## config.mk

```make
export PLATFORM = sky130hd
export DESIGN_NAME = scan_ray_scheduler_flat
export DESIGN_NICKNAME = d
export VERILOG_FILES = /design/src/rtl/scan_ray_scheduler_pkg.sv /design/src/rtl/scan_ray_scheduler_if.sv /design/src/rtl/scan_ray_scheduler.sv /design/src/flat_wrapper.sv
export SDC_FILE = /design/constraint.sdc
export NUM_CORES = 1
export LEC_CHECK = 0
export CELL_PAD_IN_SITES_DETAIL_PLACEMENT = 0
export CELL_PAD_IN_SITES_GLOBAL_PLACEMENT = 1
export CORE_MARGIN = 2
export CORE_UTILIZATION = 42
export DETAILED_ROUTE_END_ITERATION = 6
export PLACE_DENSITY_LB_ADDON = 0.2
export SLEW_MARGIN = 5
export SYNTH_ARGS = -nofsm -noshare
export SYNTH_HDL_FRONTEND = slang
export SYNTH_SLANG_ARGS = --single-unit
export TNS_END_PERCENT = 10
```

## constraint.sdc

```tcl
create_clock -name clock -period 3.8 [get_ports clock]
set_input_delay 1.14 -clock clock [delete_from_list [all_inputs] [get_ports clock]]
set_output_delay 1.14 -clock clock [all_outputs]
set_load 0.02 [all_outputs]
```

## src/rtl/scan_ray_scheduler_pkg.sv

```systemverilog
// Shared types for the scan ray scheduler: Q8.8 fixed-point values and scan-buffer addressing.
package scan_ray_scheduler_pkg;

  localparam int unsigned MAX_BEAMS   = 1024;
  localparam int unsigned BEAM_ADDR_W = $clog2(MAX_BEAMS);
  localparam int unsigned FIXED_W     = 16;

  typedef logic signed [FIXED_W-1:0] fixed_t;
  typedef logic [BEAM_ADDR_W-1:0]    beam_addr_t;
  typedef logic [BEAM_ADDR_W:0]      beam_cnt_t;

  function automatic logic fixed_in_range(input fixed_t v, input fixed_t lo, input fixed_t hi);
    return (v >= lo) && (v <= hi);
  endfunction

endpackage

```

## src/rtl/scan_ray_scheduler_if.sv

```systemverilog
// Scan-buffer read port and bresenham ray handshake as seen by the scheduler.
interface scan_ray_scheduler_if #(
  parameter int unsigned BEAM_ADDR_W = scan_ray_scheduler_pkg::BEAM_ADDR_W
) ();
  import scan_ray_scheduler_pkg::*;

  logic [BEAM_ADDR_W-1:0] scan_addr;
  logic                   scan_re;
  fixed_t                 scan_range;
  logic                   ray_start;
  fixed_t                 ray_magnitude;
  fixed_t                 ray_angle;
  logic                   ray_busy;

  modport master (
    output scan_addr, scan_re, ray_start, ray_magnitude, ray_angle,
    input  scan_range, ray_busy
  );

  modport slave (
    input  scan_addr, scan_re, ray_start, ray_magnitude, ray_angle,
    output scan_range, ray_busy
  );

endinterface

```

## src/rtl/scan_ray_scheduler.sv

```systemverilog
// Walks one laser scan beam by beam, filters ranges and launches one bresenham ray at a time.
module scan_ray_scheduler
  import scan_ray_scheduler_pkg::*;
#(
  parameter int unsigned MAX_BEAMS   = 1024,
  parameter int unsigned BEAM_ADDR_W = $clog2(MAX_BEAMS)
) (
  input  logic                 clock,
  input  logic                 reset,
  input  logic                 scan_start,
  input  logic [BEAM_ADDR_W:0] num_beams,
  input  fixed_t               angle_min,
  input  fixed_t               angle_increment,
  input  fixed_t               range_min,
  input  fixed_t               range_max,
  scan_ray_scheduler_if.master bus,
  output logic                 busy,
  output logic                 scan_done,
  output logic [BEAM_ADDR_W:0] beams_traced
);

  localparam logic [3:0] S_IDLE    = 4'd0;
  localparam logic [3:0] S_FETCH   = 4'd1;
  localparam logic [3:0] S_READ    = 4'd2;
  localparam logic [3:0] S_CHECK   = 4'd3;
  localparam logic [3:0] S_LAUNCH  = 4'd4;
  localparam logic [3:0] S_WAIT_HI = 4'd5;
  localparam logic [3:0] S_WAIT_LO = 4'd6;
  localparam logic [3:0] S_NEXT    = 4'd7;
  localparam logic [3:0] S_DONE    = 4'd8;

  logic [3:0]             state;
  logic [BEAM_ADDR_W-1:0] idx;
  logic [BEAM_ADDR_W:0]   num_q;
  fixed_t                 acc_angle, inc_q, rmin_q, rmax_q, range_q;
  fixed_t                 mag_q, ang_q;
  logic                   armed;
  logic                   last_beam;

  assign last_beam = ({1'b0, idx} == (num_q - 1'b1));

  always_ff @(posedge clock) begin
    if (reset) begin
      state        <= S_IDLE;
      idx          <= '0;
      num_q        <= '0;
      acc_angle    <= '0;
      inc_q        <= '0;
      rmin_q       <= '0;
      rmax_q       <= '0;
      range_q      <= '0;
      mag_q        <= '0;
      ang_q        <= '0;
      armed        <= 1'b0;
      beams_traced <= '0;
    end else begin
      case (state)
        S_IDLE: if (scan_start) begin
          num_q        <= num_beams;
          inc_q        <= angle_increment;
          rmin_q       <= range_min;
          rmax_q       <= range_max;
          idx          <= '0;
          acc_angle    <= angle_min;
          beams_traced <= '0;
          state        <= (num_beams == '0) ? S_DONE : S_FETCH;
        end
        S_FETCH: state <= S_READ;
        S_READ: begin
          range_q <= bus.scan_range;
          state   <= S_CHECK;
        end
        // Ray operands only change while bresenham is idle; if a ray is still
        // running they are loaded in LAUNCH once it retires, one cycle before the pulse.
        S_CHECK: if (fixed_in_range(range_q, rmin_q, rmax_q)) begin
          state <= S_LAUNCH;
          if (!bus.ray_busy) begin
            mag_q <= range_q;
            ang_q <= acc_angle;
            armed <= 1'b1;
          end else begin
            armed <= 1'b0;
          end
        end else begin
          state <= S_NEXT;
        end
        S_LAUNCH: if (!bus.ray_busy) begin
          if (armed) begin
            armed        <= 1'b0;
            beams_traced <= beams_traced + 1'b1;
            state        <= S_WAIT_HI;
          end else begin
            mag_q <= range_q;
            ang_q <= acc_angle;
            armed <= 1'b1;
          end
        end
        S_WAIT_HI: if (bus.ray_busy) state <= S_WAIT_LO;
        S_WAIT_LO: if (!bus.ray_busy) state <= S_NEXT;
        S_NEXT: begin
          idx       <= idx + 1'b1;
          acc_angle <= acc_angle + inc_q;
          state     <= last_beam ? S_DONE : S_FETCH;
        end
        S_DONE:  state <= S_IDLE;
        default: state <= S_IDLE;
      endcase
    end
  end

  always_comb begin
    bus.scan_addr     = idx;
    bus.scan_re       = (state == S_FETCH);
    bus.ray_start     = (state == S_LAUNCH) && armed && !bus.ray_busy;
    bus.ray_magnitude = mag_q;
    bus.ray_angle     = ang_q;
    busy              = (state != S_IDLE) && (state != S_DONE);
    scan_done         = (state == S_DONE);
  end

endmodule

```

## src/flat_wrapper.sv

```systemverilog
// flat-port wrapper written by rule: the top's interface ports become plain ports
module scan_ray_scheduler_flat import scan_ray_scheduler_pkg::*;
#(
  parameter int unsigned MAX_BEAMS   = 1024,
  parameter int unsigned BEAM_ADDR_W = $clog2(MAX_BEAMS)
)
  (clock, reset, scan_start, num_beams, angle_min, angle_increment, range_min, range_max, busy, scan_done, beams_traced, bus_scan_addr, bus_scan_re, bus_ray_start, bus_ray_magnitude, bus_ray_angle, bus_scan_range, bus_ray_busy);
  scan_ray_scheduler_if #(.BEAM_ADDR_W(BEAM_ADDR_W)) bus_i ();
  input  logic clock;
  input  logic reset;
  input  logic scan_start;
  input  logic [BEAM_ADDR_W:0] num_beams;
  input  fixed_t angle_min;
  input  fixed_t angle_increment;
  input  fixed_t range_min;
  input  fixed_t range_max;
  output logic busy;
  output logic scan_done;
  output logic [BEAM_ADDR_W:0] beams_traced;
  output wire logic [$bits(bus_i.scan_addr)-1:0] bus_scan_addr;
  output wire logic [$bits(bus_i.scan_re)-1:0] bus_scan_re;
  output wire logic [$bits(bus_i.ray_start)-1:0] bus_ray_start;
  output wire logic [$bits(bus_i.ray_magnitude)-1:0] bus_ray_magnitude;
  output wire logic [$bits(bus_i.ray_angle)-1:0] bus_ray_angle;
  input wire logic [$bits(bus_i.scan_range)-1:0] bus_scan_range;
  input wire logic [$bits(bus_i.ray_busy)-1:0] bus_ray_busy;
  assign bus_scan_addr = bus_i.scan_addr;
  assign bus_scan_re = bus_i.scan_re;
  assign bus_ray_start = bus_i.ray_start;
  assign bus_ray_magnitude = bus_i.ray_magnitude;
  assign bus_ray_angle = bus_i.ray_angle;
  assign bus_i.scan_range = bus_scan_range;
  assign bus_i.ray_busy = bus_ray_busy;
  scan_ray_scheduler #(.MAX_BEAMS(MAX_BEAMS), .BEAM_ADDR_W(BEAM_ADDR_W)) u_core (.clock(clock), .reset(reset), .scan_start(scan_start), .num_beams(num_beams), .angle_min(angle_min), .angle_increment(angle_increment), .range_min(range_min), .range_max(range_max), .bus(bus_i), .busy(busy), .scan_done(scan_done), .beams_traced(beams_traced));
endmodule
```

; Yosys cells after proc, flatten, opt, wreduce, memory -nomap -nowiden
; Index checks and enable logic that the tools add are counted.
[op_classes]
addsub = 4
magnitude_cmp = 2
n_eq_ne = 18
muxes = 32
n_reduce_logical = 17
[ops]
columns = op, count
row1 = $mux W16, 9
row2 = $pmux W16 S2, 3
row3 = $mux W11, 3
row4 = $pmux W4 S8, 1
row5 = $mux W4, 7
row6 = $pmux W11 S2, 1
row7 = $pmux W10 S2, 1
row8 = $add A16 B16 Y16, 1
row9 = $eq A4 B3 Y1 const B, 4
row10 = $ge A16 B16 Y1, 1
row11 = $le A16 B16 Y1, 1
row12 = $ne A2 B2 Y1 const B, 6
row13 = $add A11 B1 Y11 const B, 1
row14 = $eq A10 B11 Y1, 1
row15 = $logic_not A11 Y1, 1
row16 = $sub A11 B1 Y11 const B, 1
row17 = $add A10 B1 Y10 const B, 1
row18 = $mux W10, 1
row19 = $reduce_and A5 Y1, 2
row20 = $eq A4 B2 Y1 const B, 2
row21 = $reduce_bool A2 Y1, 3
row22 = $eq A4 B1 Y1 const B, 1
row23 = $eq A4 B4 Y1 const B, 1
row24 = $logic_and A1 B1 Y1, 4
row25 = 11 further kinds, 16
[totals]
reg_bits = 149
out_inout_bits = 57
wordCells = 85

; Logic depth before layout (Yosys ltp)
[depth]
depth_word = 4
depth_mapped = 10
depth_no_buf = 10

; Worst setup path before layout
; No wires, ideal clock.
[synth_timing]
path_type = input to output
startpoint = input port bus_ray_busy
endpoint = output port bus_ray_start
arrival_ns = 1.781
setup_slack_ns = 0.879
stages = 2
n_path_buf = 0
path_cell_list = nor3b_2 > and3_1
[synth_between]
elab_chain_len = 2
[synth_rtl]
columns = item, line_no
row1 = start: declaration, flat_wrapper.sv:26  ; input wire logic [$bits(bus_i.ray_busy)-1:0] bus_ray_busy;
row2 = $logic_not A1 Y1, --
row3 = $logic_and A1 B1 Y1, scan_ray_scheduler.sv:114  ; bus.ray_start = (state == S_LAUNCH) && armed && !bus.ray_busy;
row4 = end: declaration, flat_wrapper.sv:22  ; output wire logic [$bits(bus_i.ray_start)-1:0] bus_ray_start;
; No other way between the ends.

; Worst setup path after layout
; Ends and elaborated chain as after synthesis.

==> summary.txt <==
Yosys
  – Number of cells produced by synthesis: 964
  – Syn nets: 1110
  – Most frequently used flop master after synthesis: sky130_fd_sc_hd__dfxtp_1
  – Asr flop ratio synth: 0%
  – Post-synth EDFFs: 0
  – Fraction of synthesized cell area taken by the top area cell type: 38.00%
  – Number of synthesis warnings: 0
  – Area of the mapped netlist: 0.007850 mm^2
  – Portion of the post-synthesis area used by sequential elements: 38.00%
  – Number of unique standard cell types used by synthesis: 65
  – Post-synthesis register bit count: 149
  – Average footprint of a synthesized cell: 8.143 um^2
  – Largest area contributor in the netlist: sky130_fd_sc_hd__dfxtp_1
  – Top area cells in the synthesized netlist: sky130_fd_sc_hd__dfxtp_1 (38%), sky130_fd_sc_hd__nand2_1 (8.3%), sky130_fd_sc_hd__ha_1 (8.0%)

Drt
  – Detailed-route wire length per cell: 15.35 um
  – Final wirelength: 20510 um
  – Pre-Repair DR Iteration Count: 5
  – Final ANT Viol Nets: 0
  – Via-per-instance ratio: 5.287
  – Number of DRC violations after detailed routing: 0
  – Detailed router's first-iteration violation count: 396
  – Total number of vias: 7064

Clock tree
  – Clock latency on the worst-skew pair: 430 ps
  – Clock tree from TritonCTS: built
  – Number of buffers created by CTS: 17
  – Hold buffers post-CTS: 0
  – Clock root buffer: sky130_fd_sc_hd__clkbuf_16
  – CTS Buffer Depth: 2
  – Clock-pin slew on the worst setup and hold paths: 60 ps
  – Count of buffers added by post-CTS timing repair for setup: 0
  – Maximum level of the CTS H-tree: 4
  – Sink Count: 149

Place
  – Port bufs: 151
  – Placed insts: 1305
  – Total cell area at the placement stage: 0.009532 mm^2
  – HPWL reported at the end of detailed placement: 14590 um
  – Placer congestion estimate: 0.8196

Worst setup path
  – Cell at the slowest stage of the critical path: sky130_fd_sc_hd__clkdlybuf4s50_1
  – Classification of the worst setup path: input pin to output port
  – Max Fanout on Critical Path: 3
  – Capture point of the worst path: bus_ray_start
  – Critical Path, Cell by Cell: clkdlybuf4s50_1 > nor3b_2 > and3_1 > dlymetal6s2s_1
  – Total buffers and inverters traversed by the critical path: 2
  – Worst setup startpoint: bus_ray_busy
  – Worst setup EP type: output port
  – Crit-path leading delay family: buffers and inverters
  – Critical Path Stages: 4
  – Required time of the critical path: 2660 ps
  – Startpoint class of the critical path: input pin
  – Crit path largest cell delay: 440 ps
  – Path depth of the worst reg2reg path: 9
  – Startpoint of the lowest-slack register-to-register path: u_core.range_q[8]
  – Worst EP arrival: 2200 ps
  – Slack of the worst reg-to-reg path: 790 ps
  – Endpoint of the worst-slack reg-to-reg timing path: u_core.bus.ray_angle[2]

Floorplan
  – Core region area: 0.01815 mm^2
  – Total die area: 0.01980 mm^2
  – Number of top-level design ports: 152
  – Die Height: 140.7 um
  – Std-Cell Rows: 49
  – Die width: 140.7 um
  – Initial core utilization: 43.26%

Cells and area
  – Diode count: 0
  – Area of all placed cells without fillers: 0.01013 mm^2
  – Fraction of final layout cells with drive strength greater than 1: 5.330%
  – Area used by multi-input combinational logic: 0.004469 mm^2
  – Layout overhead on the synthesized area: 29.07%
  – Commonest non-fill, non-tap cell in the layout: sky130_fd_sc_hd__nand2_1
  – Number of nets in the layout: 1241
  – Top library cells by usage in the layout, fill and taps aside: sky130_fd_sc_hd__nand2_1 (174), sky130_fd_sc_hd__clkdlybuf4s50_1 (149), sky130_fd_sc_hd__dfxtp_1 (149)
  – Final cell count without fillers: 1336
  – Seq. cell area: 0.002983 mm^2
  – Number of fillers in the final layout: 1754

GRT
  – Initial antenna violation count: 0
  – Via count of the first global-routing pass: 6554
  – GRT Overall Usage: 20.94%
  – Pin count of the biggest net entering global routing: 69
  – Global route overflow: 0
  – Wire length of the first global-routing pass: 33410 um

Timing
  – Unrepaired setup endpoints after global routing: no
  – Setup_tns: 0 ps
  – Worst Skew: 14.27 ps
  – Total setup violations reported at the end of the flow: 0
  – Worst-margin pin slew: 1060 ps
  – Maximum achievable frequency: 0.2992 GHz
  – Number of hold violations in the final report: 0
  – Final cycle utilization of the critical path: 87.96%
  – Slew Limit Headroom: 28.66%
  – Max Slew Vio Count: 0
  – Period minus WS final: 3343 ps

Worst hold path
  – Worst min-delay path startpoint: u_core.rmin_q[3]
  – Class of the worst hold path: flop to flop

Power and ir drop
  – Worst voltage drop across the vdd grid: 0.0003449 V
  – Cell area power density: 573.1 mW/mm^2
  – Static leakage: 3.979 nW

Flow run
  – Max-cap check violation count: 0

Status
  – Status: finished, final reports clean
==> sequential cells by signal, indices dropped and copies added, names as in the netlist <==
register                  cells
u_core.acc_angle             16
u_core.armed                  1
u_core.beams_traced          11
u_core.bus.ray_angle         16
u_core.bus.ray_magnitude     16
u_core.bus.scan_addr         10
u_core.inc_q                 16
u_core.num_q                 11
u_core.range_q               16
u_core.rmax_q                16
u_core.rmin_q                16
u_core.state                  4
==> kinds of logic (layout without fill, tap and decap cells) <==
kind of cell               Yosys count  after routing  synth area share, %
adders and majority gates           51             51                8.224
buffers and inverters               96            239                5.228
DFF                                149            149                38.00
xor gates and xnor gates            23             23                2.566
and+or+nand+nor                    393            393                24.43
muxes                               38             38                4.861
AOI/OAI and AO/OA                  214            214                16.69
==> area by class of cell <==
class,instances,share of cell area (%)
tap,229,2.828
sequential,149,29.44
clock inverter,12,1.531
inverter,45,1.667
multi-input combinational,719,44.11
clock buffer,19,4.371
timing repair buffer,163,16.05
==> cells in the mapped netlist, types with 2 or more instances <==
cell	number
sky130_fd_sc_hd__a21boi_0	2
sky130_fd_sc_hd__dfxtp_1	149
sky130_fd_sc_hd__nor2_1	44
sky130_fd_sc_hd__inv_1	45
sky130_fd_sc_hd__clkbuf_1	42
sky130_fd_sc_hd__nor2b_1	4
sky130_fd_sc_hd__o221ai_1	2
sky130_fd_sc_hd__a22oi_1	16
sky130_fd_sc_hd__o31ai_1	3
sky130_fd_sc_hd__nand2_1	174
sky130_fd_sc_hd__nand3b_1	9
sky130_fd_sc_hd__or3_1	6
sky130_fd_sc_hd__o21bai_1	3
sky130_fd_sc_hd__nor4_1	5
sky130_fd_sc_hd__a211oi_1	7
sky130_fd_sc_hd__a221oi_1	2
sky130_fd_sc_hd__mux2i_1	37
sky130_fd_sc_hd__nor3_1	20
sky130_fd_sc_hd__ha_1	50
sky130_fd_sc_hd__or2_2	4
sky130_fd_sc_hd__and3_1	12
sky130_fd_sc_hd__nand3_1	17
sky130_fd_sc_hd__xor2_1	8
sky130_fd_sc_hd__a21o_1	5
sky130_fd_sc_hd__o211ai_1	4
sky130_fd_sc_hd__nand4b_1	3
sky130_fd_sc_hd__nand4_1	13
sky130_fd_sc_hd__or4_1	2
sky130_fd_sc_hd__a221o_1	2
sky130_fd_sc_hd__and4_1	2
sky130_fd_sc_hd__buf_1	5
sky130_fd_sc_hd__buf_12	3
sky130_fd_sc_hd__o21a_1	5
sky130_fd_sc_hd__o21ai_0	26
sky130_fd_sc_hd__xnor2_1	15
sky130_fd_sc_hd__nand2b_1	68
sky130_fd_sc_hd__nor4b_1	2
sky130_fd_sc_hd__a21oi_1	120
sky130_fd_sc_hd__nor3b_1	2
==> layer usage <==
layer / vias to the layer above / global-route usage [%] / share of wire, %
met5: - / 0 / 0
li1: 3604 / - / -
met1: 3291 / 29.41 / 50
met3: 13 / 3.668 / 4.3
met4: 0 / 6.000 / 1.0
met2: 156 / 33.12 / 45
==> report_power, final <==
part	switching, W	internal [W]
registers	0.000211	0.00178
logic	0.00121	0.000890
clock network	0.000674	0.00105
total	0.00209	0.00371
==> through the flow <==
step	hold slack (ps)	utilization (%)	total power (W)	setup WS, ps
5_1_grt	471.9	55.83	0.006189	378.7
3_3_place_gp	442.9	52.52	0.004084	82.26
4_1_cts	458.0	55.82	0.005853	66.88
2_1_floorplan	436.3	-	0.003502	878.9
6_report	453.0	55.83	0.005807	457.4
3_5_place_dp	448.6	52.52	0.004115	76.01
==> how the worst min path moves through the flow <==
stage	endpoint	slack [ps]	cells after the start
6_report	u_core.rmin_q[3]	450	2
5_1_grt	u_core.rmin_q[9]	470	2
4_1_cts	u_core.rmax_q[2]	460	2
3_5_place_dp	u_core.rmin_q[13]	450	2
3_3_place_gp	u_core.rmax_q[6]	440	2
2_1_floorplan	u_core.rmax_q[10]	440	2
==> worst min-delay path: stages, from the launching register on <==
cell and delay (ps):
sky130_fd_sc_hd__dfxtp_1 310, sky130_fd_sc_hd__nand2_1 50, sky130_fd_sc_hd__a21oi_1 50
==> timing repair <==
item	in CTS	in global routing
endpoints found under the hold margin	0	0
endpoints found under the setup margin	0	1
resized for setup	0	1
No activity file was read; power rests on OpenSTA's default activity.
